`src/rtl/unidad_control_pipeline_pkg.sv`:
```
// Shared types and constants for the MIPS pipeline sequencer.
// Holds the state encoding, the per-cycle strobe bundle and its NOP value.
package unidad_control_pipeline_pkg;

    typedef enum logic [2:0] {
        ST_IDLE      = 3'd0,
        ST_RUN       = 3'd1,
        ST_STEP_WAIT = 3'd2,
        ST_DRAIN     = 3'd3,
        ST_HALTED    = 3'd4
    } state_t;

    typedef struct packed {
        logic pipe_enable;
        logic pc_write;
        logic if_id_write;
        logic if_id_flush;
        logic id_ex_bubble;
    } pipe_ctrl_t;

    localparam pipe_ctrl_t CTRL_NOP = '0;

    localparam int DRAIN_CYCLES_DEFAULT = 3;

endpackage

```
`src/rtl/unidad_control_pipeline_detector_load_use.sv`:
```
// Load-use hazard detector: a load in EX whose destination is read by the ID
// instruction, which forwarding cannot cover. Register 0 never creates a hazard.
module detector_load_use (
    input  logic       i_mem_read_EX,
    input  logic [4:0] i_rt_EX,
    input  logic [4:0] i_rs_ID,
    input  logic [4:0] i_rt_ID,
    input  logic       i_uses_rt_ID,
    output logic       o_stall
);

    logic rs_hit;
    logic rt_hit;

    assign rs_hit  = (i_rt_EX == i_rs_ID);
    assign rt_hit  = i_uses_rt_ID && (i_rt_EX == i_rt_ID);
    assign o_stall = i_mem_read_EX && (i_rt_EX != 5'd0) && (rs_hit || rt_hit);

endmodule

```
`src/rtl/unidad_control_pipeline.sv`:
```
// Pipeline sequencer: start/run/step/drain/halt, load-use stalls, branch flushes
// and a saturating count of advancing cycles for the debug unit.
module unidad_control_pipeline
    import unidad_control_pipeline_pkg::*;
#(
    parameter int CYCLE_W      = 32,
    parameter int DRAIN_CYCLES = DRAIN_CYCLES_DEFAULT
) (
    input  logic               i_clk,
    input  logic               i_reset,
    input  logic               i_start,
    input  logic               i_debug_mode,
    input  logic               i_step,
    input  logic               i_mem_read_EX,
    input  logic [4:0]         i_rt_EX,
    input  logic [4:0]         i_rs_ID,
    input  logic [4:0]         i_rt_ID,
    input  logic               i_uses_rt_ID,
    input  logic               i_branch_taken_ID,
    input  logic               i_halt_ID,
    output logic               o_pipe_enable,
    output logic               o_pc_write,
    output logic               o_if_id_write,
    output logic               o_if_id_flush,
    output logic               o_id_ex_bubble,
    output logic               o_running,
    output logic               o_halted,
    output logic [CYCLE_W-1:0] o_cycle_count
);

    localparam int DRAIN_W = (DRAIN_CYCLES < 2) ? 1 : $clog2(DRAIN_CYCLES + 1);

    state_t             state_q, state_d;
    logic               step_q, step_d;
    logic [DRAIN_W-1:0] drain_q, drain_d;
    logic [CYCLE_W-1:0] count_q;
    logic               adv;
    logic               load_use;
    pipe_ctrl_t         ctrl;

    detector_load_use u_detector_load_use (
        .i_mem_read_EX (i_mem_read_EX),
        .i_rt_EX       (i_rt_EX),
        .i_rs_ID       (i_rs_ID),
        .i_rt_ID       (i_rt_ID),
        .i_uses_rt_ID  (i_uses_rt_ID),
        .o_stall       (load_use)
    );

    always_ff @(posedge i_clk or negedge i_reset) begin
        if (!i_reset) begin
            state_q <= ST_IDLE;
            step_q  <= 1'b0;
            drain_q <= '0;
            count_q <= '0;
        end else begin
            state_q <= state_d;
            step_q  <= step_d;
            drain_q <= drain_d;
            if (adv && (count_q != '1)) begin
                count_q <= count_q + 1'b1;
            end
        end
    end

    always_comb begin
        state_d = state_q;
        step_d  = step_q;
        drain_d = drain_q;
        adv     = 1'b0;
        ctrl    = CTRL_NOP;
        case (state_q)
            ST_IDLE: begin
                if (i_start) begin
                    state_d = i_debug_mode ? ST_STEP_WAIT : ST_RUN;
                    step_d  = i_debug_mode;
                end
            end
            ST_RUN, ST_STEP_WAIT: begin
                adv = (state_q == ST_RUN) || i_step;
                if (adv) begin
                    ctrl.pipe_enable = 1'b1;
                    // A stall masks halt and branch; both are seen again next adv cycle.
                    if (load_use) begin
                        ctrl.id_ex_bubble = 1'b1;
                    end else if (i_halt_ID) begin
                        ctrl.if_id_write = 1'b1;
                        ctrl.if_id_flush = 1'b1;
                        drain_d          = DRAIN_W'(DRAIN_CYCLES);
                        state_d          = ST_DRAIN;
                    end else if (i_branch_taken_ID) begin
                        ctrl.pc_write    = 1'b1;
                        ctrl.if_id_write = 1'b1;
                        ctrl.if_id_flush = 1'b1;
                    end else begin
                        ctrl.pc_write    = 1'b1;
                        ctrl.if_id_write = 1'b1;
                    end
                end
            end
            ST_DRAIN: begin
                adv = step_q ? i_step : 1'b1;
                if (adv) begin
                    ctrl.pipe_enable = 1'b1;
                    ctrl.if_id_flush = 1'b1;
                    drain_d          = drain_q - 1'b1;
                    if (drain_q == DRAIN_W'(1)) begin
                        state_d = ST_HALTED;
                    end
                end
            end
            ST_HALTED: begin
            end
            default: begin
                state_d = ST_IDLE;
            end
        endcase
    end

    assign o_pipe_enable  = ctrl.pipe_enable;
    assign o_pc_write     = ctrl.pc_write;
    assign o_if_id_write  = ctrl.if_id_write;
    assign o_if_id_flush  = ctrl.if_id_flush;
    assign o_id_ex_bubble = ctrl.id_ex_bubble;
    assign o_running      = (state_q == ST_RUN) || (state_q == ST_STEP_WAIT) ||
                            (state_q == ST_DRAIN);
    assign o_halted       = (state_q == ST_HALTED);
    assign o_cycle_count  = count_q;

endmodule

```
`config.mk`:
```
export PLATFORM = sky130hd
export DESIGN_NAME = unidad_control_pipeline
export DESIGN_NICKNAME = d
export VERILOG_FILES = /design/src/rtl/unidad_control_pipeline_pkg.sv /design/src/rtl/unidad_control_pipeline_detector_load_use.sv /design/src/rtl/unidad_control_pipeline.sv
export SDC_FILE = /design/constraint.sdc
export NUM_CORES = 1
export LEC_CHECK = 0
export BUFFER_PORTS_ARGS = -buffer_cell sky130_fd_sc_hd__buf_2
export CAP_MARGIN = 20
export CORE_MARGIN = 4
export CORE_UTILIZATION = 25
export DETAILED_ROUTE_END_ITERATION = 6
export HOLD_SLACK_MARGIN = 0.12
export PLACE_DENSITY_LB_ADDON = 0.2
export SLEW_MARGIN = 20
export SYNTH_ARGS = -nofsm -noshare
export SYNTH_HDL_FRONTEND = slang
export SYNTH_SLANG_ARGS = --single-unit
```
`constraint.sdc`:
```
create_clock -name i_clk -period 4.3 [get_ports i_clk]
set_clock_uncertainty 0.05 [all_clocks]
set_input_delay 0.645 -clock i_clk [delete_from_list [all_inputs] [get_ports i_clk]]
set_output_delay 0.645 -clock i_clk [all_outputs]
set_load 0.03 [all_outputs]
```
After elaboration in Yosys (flattened, before gate mapping). Index checks and enable logic that the tools add are counted.

Register bits after elaboration: 38. Bits in latches: 0. Memory bits (writable): 0. ROM bits: 0. Input bits: 24. Memories: 0.

Add/subtract/negate cells: 2. Multipliers: 0. Div/mod/pow operators: 0. Order comparisons: 0. Equal/unequal tests: 14. Shifts and indexed selects: 0. Mux-type cells: 26. Bitwise logic cells: 1. Reductions and logical operators: 15.

Operator list (number): adder 32 x 1 -> 32 bit, second input constant (1); != test 32 bit, second input constant (1); 2-to-1 mux 3 bit (7); 2-to-1 mux 2 bit (6); != test 2 bit, second input constant (6); case mux 3 bit (4 select lines) (1); equality test 5 bit (2); 2-to-1 mux 1 bit (7); AND reduction 7 bit (1); equality test 3 x 2 -> 1 bit, second input constant (2); case mux 1 bit (2 select lines) (3); 2-to-1 mux 5 bit (1); AND reduction 5 bit (1); nonzero test 5 bit (1); logical AND 1 bit (4); logical OR 1 bit (4); case mux 2 bit (2 select lines) (1); equality test 3 x 1 -> 1 bit, second input constant (1); equality test 3 bit, second input constant (1); logical NOT 3 bit (1); equality test 2 x 1 -> 1 bit, second input constant (1); AND reduction 2 bit (1); nonzero test 2 bit (1); OR reduction 2 bit (1); 2 further kinds (2).

Longest topological paths before layout. Gate-level depths: netlist of run 1.

Depth in word-level cells: 7. Depth in mapped cells: 7. Mapped depth without buffers: 6.

By module. Synthesis of run 1 repeated with hierarchy kept, for this count alone.

Cells, all modules: 216. Area, all modules: 2153.3 µm².

By module, submodules not included: unidad_control_pipeline (instances 1, cells an instance 199, area each 2020.7 µm², seq. area each 950.9 µm²); detector_load_use (instances 1, cells an instance 17, area each 132.6 µm², seq. area each 0.0 µm²).

Least setup slack after synthesis of run 1. Ideal clock, no wire load.

Path type: input port to output port. Start: input port i_rt_EX[1]. End: output port o_if_id_flush. Data arrival time: 2.320 ns. Required time: 3.605 ns. Slack: 1.285 ns. Cell stages on the path: 4. Buffers on the path: 0. Cell sequence: or4_1 o21ai_0 nor2_1 o31ai_1.

Cells in the longest elaborated chain, start to end: 7.

Ends and longest elaborated chain: from (decl) (line unidad_control_pipeline.sv:15) `input logic [4:0] i_rt_EX,`; equality test 5 bit (line unidad_control_pipeline_detector_load_use.sv:16) `assign rt_hit = i_uses_rt_ID && (i_rt_EX == i_rt_ID);`; logical AND 1 bit (line unidad_control_pipeline_detector_load_use.sv:16); logical OR 1 bit (line unidad_control_pipeline_detector_load_use.sv:17) `assign o_stall = i_mem_read_EX && (i_rt_EX != 5'd0) && (rs_hit || rt_hit);`; logical AND 1 bit (*) (line unidad_control_pipeline_detector_load_use.sv:17); 2-to-1 mux 3 bit (*) (line unidad_control_pipeline.sv:84) `if (load_use) begin`; 2-to-1 mux 5 bit (*) (line unidad_control_pipeline.sv:81) `if (adv) begin`; case mux 1 bit (2 select lines) (*) (line unidad_control_pipeline.sv:72) `case (state_q)`; to (decl) (line unidad_control_pipeline.sv:24) `output logic o_if_id_flush,`.

Every way passes the cells marked *; elsewhere a longest branch is shown, timed or not.

Worst setup path in the final report of run 1. Ends and elaborated chain as after synthesis.

==> results.toml, run 1 <==
[placed_design]
routabilityCongestion = 0.7574
dpl.hpwl_um = 3763
placed_area_sq_um = 2544
numPortBuffers = 62

[route]
drt_wl_total_um = 4944
route.detailed.drc = 0
drt_pass1_iterations = 4
vias = 1821
wire_per_inst_um = 12.58
drt_iter0_markers = 40
vias_per_cell = 4.634
ant_nets = 0

[clock_network]
postCtsSetupRepairBufs = 0
tritoncts = "built"
clock_sinks = 38
path_clk_slew_ns = 0.08
clockRootBuffer = "clkbuf_8"
cts_buffers = 5
clk_latency_ns = 0.28
clock_path_buffers = 2
postCtsHoldBufs = 0
cts_resized = 0
htree_levels = 2

[critical_path]
path_cells = "buf_2 -> or4_1 -> o21ai_0 -> nor2_1 -> o31ai_1 -> buf_2"
max_stage_delay_ns = 0.52
cp.arrival_ns = 2.16
worst_path_most_repeated_cell = "buf_2"
timing_worst_setup_path_type = "input port to output port"
crit_path_start_kind = "input port"
required_ns = 3.61
reg2reg_slack_ns = 1.72
crit_fanout = 4
cp_slowest_cell = "or4_1"
end_kind = "output port"

[timing]
hold_violations = 0
setup_viol = 0
slew_viol_final = 0
rsz0062_at_grt = "false"
finalCriticalPeriod_ns = 2.854
fin_setup_tns_ns = 0
min_period_over_period = 0.6638
hold_slack_ns = 0.4235
slew_headroom = 0.3929
worst_pin_slew_ns = 0.9106
clock.fmax_mhz = 350.4

[yosys]
syn-instance-count = 224
yosysSeqAreaShare = 0.4465
synth-main-ff-cell = "dfrtp_1"
syn_area_per_cell_sq_um = 9.507
yosys_warnings = 0
ys_types = 41
synth-edff-count = 0
synth_fp_nets = 250
postSynthRegisterBits = 38
async_flop_share = 1.000
syn_area_sq_um = 2130

[job]
maxCapViolations = 0

[grt]
grt_max_degree = 39
grt_antenna_before_repair = 0
grt_pass1_wl_um = 8549
overflow = 0
grt_pass1_vias = 1745
grt_usage = 0.1049

[final_layout]
nets = 314
fin_util = 0.3176
antenna_cells = 0
drive_gt1_frac = 0.2639
final_area_sq_um = 2623
area_growth_pct = 23.15

[pwr]
leakagePower_nw = 1.292
ir_worst_vdd_mv = 0.2593
power.total_mw = 1.281
p_per_area_nw_per_um2 = 488.3

[floorplanning]
initial_utilization = 0.2579
core_area_sq_um = 8258
row_count = 33
die_height_um = 100.3
fp.dieArea_sq_um = 10060
die_w_um = 100.3
ios = 63

[min_path]
hold_class = "input port to asynchronous set/reset pin"

[outcome]
status = "completed"
## registers in the layout, indices dropped and copies added (netlist names)
register	count
drain_q	2
state_q	3
step_q	1
o_cycle_count	32
## cell type report
class                      instances  area (sq um)
timing repair buffer              62         310.3
clock buffer                       5         68.82
clock inverter                     2         10.01
tap                              105         131.4
multi-input combinational        173          1121
fill                             897          5635
inverter                           8         30.03
sequential                        38         950.9
## cells by family (layout without fill, tap and decap cells)
family,count (synthesis),after routing,synth area share
AOI/OAI and AO/OA,23,23,0.08167
xor gates and xnor gates,41,41,0.1686
adders and majority gates,2,2,0.01175
buffers and inverters,13,77,0.02702
DFF,38,38,0.4465
muxes,2,2,0.01058
and+or+nand+nor,105,105,0.2538
## cells in the mapped netlist (2+ instances only)
library cell	n	area, sq um
dfrtp_1	38	950.9
ha_1	2	25.02
xor2_1	29	254.0
xnor2_1	12	105.1
o21ai_0	5	25.02
nor3_1	20	100.1
nor2_1	22	82.58
nand2b_1	3	18.77
clkbuf_1	2	7.510
o31ai_1	4	30.03
nand4_1	9	56.30
inv_1	8	30.03
nand3_1	13	65.06
nor4_1	4	25.02
a21oi_1	5	25.02
or3_1	4	25.02
buf_4	2	15.01
nand2_1	17	63.81
and2_1	2	12.51
and3_1	2	12.51
## layout by cell type (no fill, tap or decap), types with 2 or more instances in the layout
cell type / instances
nand3_1: 13
nor3_1: 20
dfrtp_1: 38
xor2_1: 29
and3_1: 2
clkbuf_8: 5
or3_1: 4
o31ai_1: 4
nand2_1: 17
ha_1: 2
inv_1: 8
o21ai_0: 5
nand2b_1: 3
a21oi_1: 5
nor2_1: 22
and2_1: 2
buf_2: 62
nand4_1: 9
nor4_1: 4
xnor2_1: 12
clkinv_2: 2
## metrics by stage
stage / setup slack (ns) / std cells
2_1_floorplan: 1.285 / 224
3_3_place_gp: 1.426 / 386
3_5_place_dp: 1.436 / 386
6_report: 1.446 / 393
5_1_grt: 1.330 / 393
4_1_cts: 1.429 / 393
## routing by layer
metal  vias to the layer above  global-route usage  routed length [um]
met3                         4             0.02710                 313
met1                       849              0.1408                2349
met4                         0             0.02487                  31
li1                        910                   -                   -
met5                         -                   0                   0
met2                        58              0.1692                2249
## worst max-delay path: cells and delay by family
kind / cells / cell delay [ns]
buffers and inverters: 2 / 0.35
AO/OA/AOI/OAI: 2 / 0.51
AND/OR/NAND/NOR: 2 / 0.66
## final timing paths
kind,start,endpoint,cells past startpoint
worst max-delay path,i_rt_EX[1],o_if_id_flush,6
worst min-delay path,i_reset,o_cycle_count[17],1
worst max register to register,o_cycle_count[19],o_cycle_count[1],4
worst min register to register,o_cycle_count[17],o_cycle_count[17],1
max in group asynchronous,i_reset,o_cycle_count[23],1
min in group i_clk,o_cycle_count[17],o_cycle_count[17],1
## power by group
group | switching [mW] | internal, mW | leakage (nW)
registers | 0.0818 | 0.418 | 0.489
logic | 0.363 | 0.188 | 0.759
clock network | 0.121 | 0.109 | 0.0438
(Power assumes the default switching activity.)
==> inputs of run 2 (changes only) <==
- ABC_AREA: unset -> 1
- clock period: 4.3 -> 2.35 ns (I/O delays scaled with it)
==> run 2 against run 1 <==
Die area increased by 26%; critical endpoint is now o_pc_write; clock power increased by 110%; highest routed layer unchanged; flip-flop and latch count unchanged.
==> results.toml, run 2 <==
[outcome]
status = "completed"

[yosys]
syn-instance-count = 411
synth_fp_nets = 437
ys_types = 32
postSynthRegisterBits = 38
yosys-top-cells-count = "nand2_1 (161), inv_1 (50), nor2_1 (46), dfrtp_1 (38), nand3_1 (19)"
async_flop_share = 1.000
synth-edff-count = 0
yosysMostFrequentCell = "nand2_1"
synth_top_cell_by_area = "dfrtp_1"
synth_top_area_share = 0.3467
syn_area_sq_um = 2743
synth-main-ff-cell = "dfrtp_1"
yosys_warnings = 0
synth.area.top_cells = "dfrtp_1 (35%), nand2_1 (22%), inv_1 (6.8%)"
syn_area_per_cell_sq_um = 6.673
yosysSeqAreaShare = 0.3467

[timing]
finalCriticalPeriod_ns = 2.134
clock.fmax_mhz = 468.7
min_period_over_period = 0.9080
slew_viol_final = 0
worst_pin_slew_ns = 0.8723
rsz0062_at_grt = "false"
setup_viol = 0
slew_headroom = 0.4185
hold_violations = 0
fin_setup_tns_ns = 0

[final_layout]
multi_input_area_sq_um = 1539
fin_cells = 613
final_cell_mix = "nand2_1 (161), buf_2 (62), inv_1 (50)"
area_growth_pct = 19.48
nFillCells = 1173
largest_reg_flops = 32
antenna_cells = 0
seq_area_sq_um = 950.9
nets = 502
drive_gt1_frac = 0.1950
layout_commonest_cell = "nand2_1"

[placed_design]
routabilityCongestion = 0.8734
numPortBuffers = 62
dp_cells = 605
dpl.hpwl_um = 5877

[grt]
overflow = 0
grt_usage = 0.1194
grt_pass1_wl_um = 12440
grt_pass1_vias = 2605
grt_max_degree = 39
grt_antenna_before_repair = 0

[critical_path]
timing_worst_setup_path_type = "flip-flop to output port"
crit_fanout = 6
end_kind = "output port"
cp.arrival_ns = 1.73
crit_path_start_kind = "flip-flop"
required_ns = 1.95

[route]
wire_per_inst_um = 11.95
drt_pass1_iterations = 4
route.detailed.drc = 0
drt_wl_total_um = 7324
drt_iter0_markers = 98
ant_nets = 0
vias_per_cell = 4.292
vias = 2631

[clock_network]
tritoncts = "built"
cts_resized = 0
postCtsSetupRepairBufs = 0
cts_buffers = 5
postCtsHoldBufs = 0
clock_sinks = 38
clk_latency_ns = 0.29
path_clk_slew_ns = 0.08
htree_levels = 2
clock_path_buffers = 2
clockRootBuffer = "clkbuf_8"

[floorplanning]
row_count = 37
ios = 63
core_area_sq_um = 10510
initial_utilization = 0.2610
die_w_um = 112.7
fp.dieArea_sq_um = 12710
die_height_um = 112.7

[min_path]
hold_class = "input port to asynchronous set/reset pin"

[pwr]
leakagePower_nw = 1.737
ir_worst_vdd_mv = 0.1640
p_per_area_nw_per_um2 = 366.7

[job]
maxCapViolations = 0
-- run 2: changes by cell type after synthesis, moves of 4 or more --
| cell | previous run | this run |
|---|---|---|
| nand2_1 | 17 | 161 |
| inv_1 | 8 | 50 |
| nor2_1 | 22 | 46 |
| xor2_1 | 29 | 15 |
| o21ai_0 | 5 | 14 |
| nand3_1 | 13 | 19 |
| nor3_1 | 20 | 14 |
| o21ai_2 | 0 | 6 |
| a21oi_1 | 5 | 1 |
| nor4_1 | 4 | 0 |
| or3_1 | 4 | 0 |
| xnor2_1 | 12 | 8 |
-- run 2: final timing paths --
kind	from	depth (start not counted)	endpoint	slack (ns)
min reg2reg	drain_q[1]	2	drain_q[1]	0.42
max	state_q[2]	7	o_pc_write	0.22
min in group i_clk	i_debug_mode	3	step_q	0.29
min	i_reset	1	o_cycle_count[22]	0.13
max reg2reg	o_cycle_count[0]	11	o_cycle_count[24]	0.34
max in group asynchronous	i_reset	1	state_q[0]	1.58
-- run 2: worst max-delay path: stages (launching register included) --
cell,delay [ns]
dfrtp_1,0.42
inv_1,0.17
nand3_2,0.12
nand2_2,0.13
inv_1,0.08
nor2_1,0.14
and3_1,0.18
buf_2,0.19
-- run 2: power by group --
group / switching (mW) / internal, mW
sequential: 0 / 0.653
combinational: 0.0400 / 0.0252
clock: 0.247 / 0.236
-- run 2: stage by stage --
stage | power [mW] | utilization | worst slack (ns) | instance area (sq um) | hold WS (ns)
2_1_floorplan | 0.6917 | - | 0.4111 | 2743 | 0.006909
3_3_place_gp | 0.7328 | 0.3028 | 0.4368 | 3182 | 0.4124
3_5_place_dp | 0.7341 | 0.3028 | 0.3602 | 3182 | 0.4085
4_1_cts | 1.231 | 0.3118 | 0.2003 | 3277 | 0.1636
5_1_grt | 1.269 | 0.3118 | 0.09418 | 3277 | 0.2019
6_report | 1.202 | 0.3118 | 0.2163 | 3277 | 0.1255
-- run 2: logic make-up after synthesis --
family          after synthesis  share of synthesized area
simple gates                266                     0.4247
buf+inv                      58                    0.09215
flops                        38                     0.3467
compound gates               24                    0.05383
xor+xnor                     23                    0.07345
fa+ha+maj                     2                   0.009123
-- run 2: per-layer routing --
metal,GRT usage,up-vias,part of all wire
met3,0.02834,8,0.049
met1,0.1585,1159,0.48
met2,0.1975,44,0.46
met4,0.02644,0,0.0089
li1,-,1420,-
met5,0,-,0
-- run 2: layout make-up --
type,instances,share of cell area
clock buffer,6,0.02520
clock inverter,2,0.003818
inverter,53,0.06224
multi-input combinational,315,0.4696
sequential,38,0.2902
tap,136,0.05193
timing repair buffer,63,0.09698
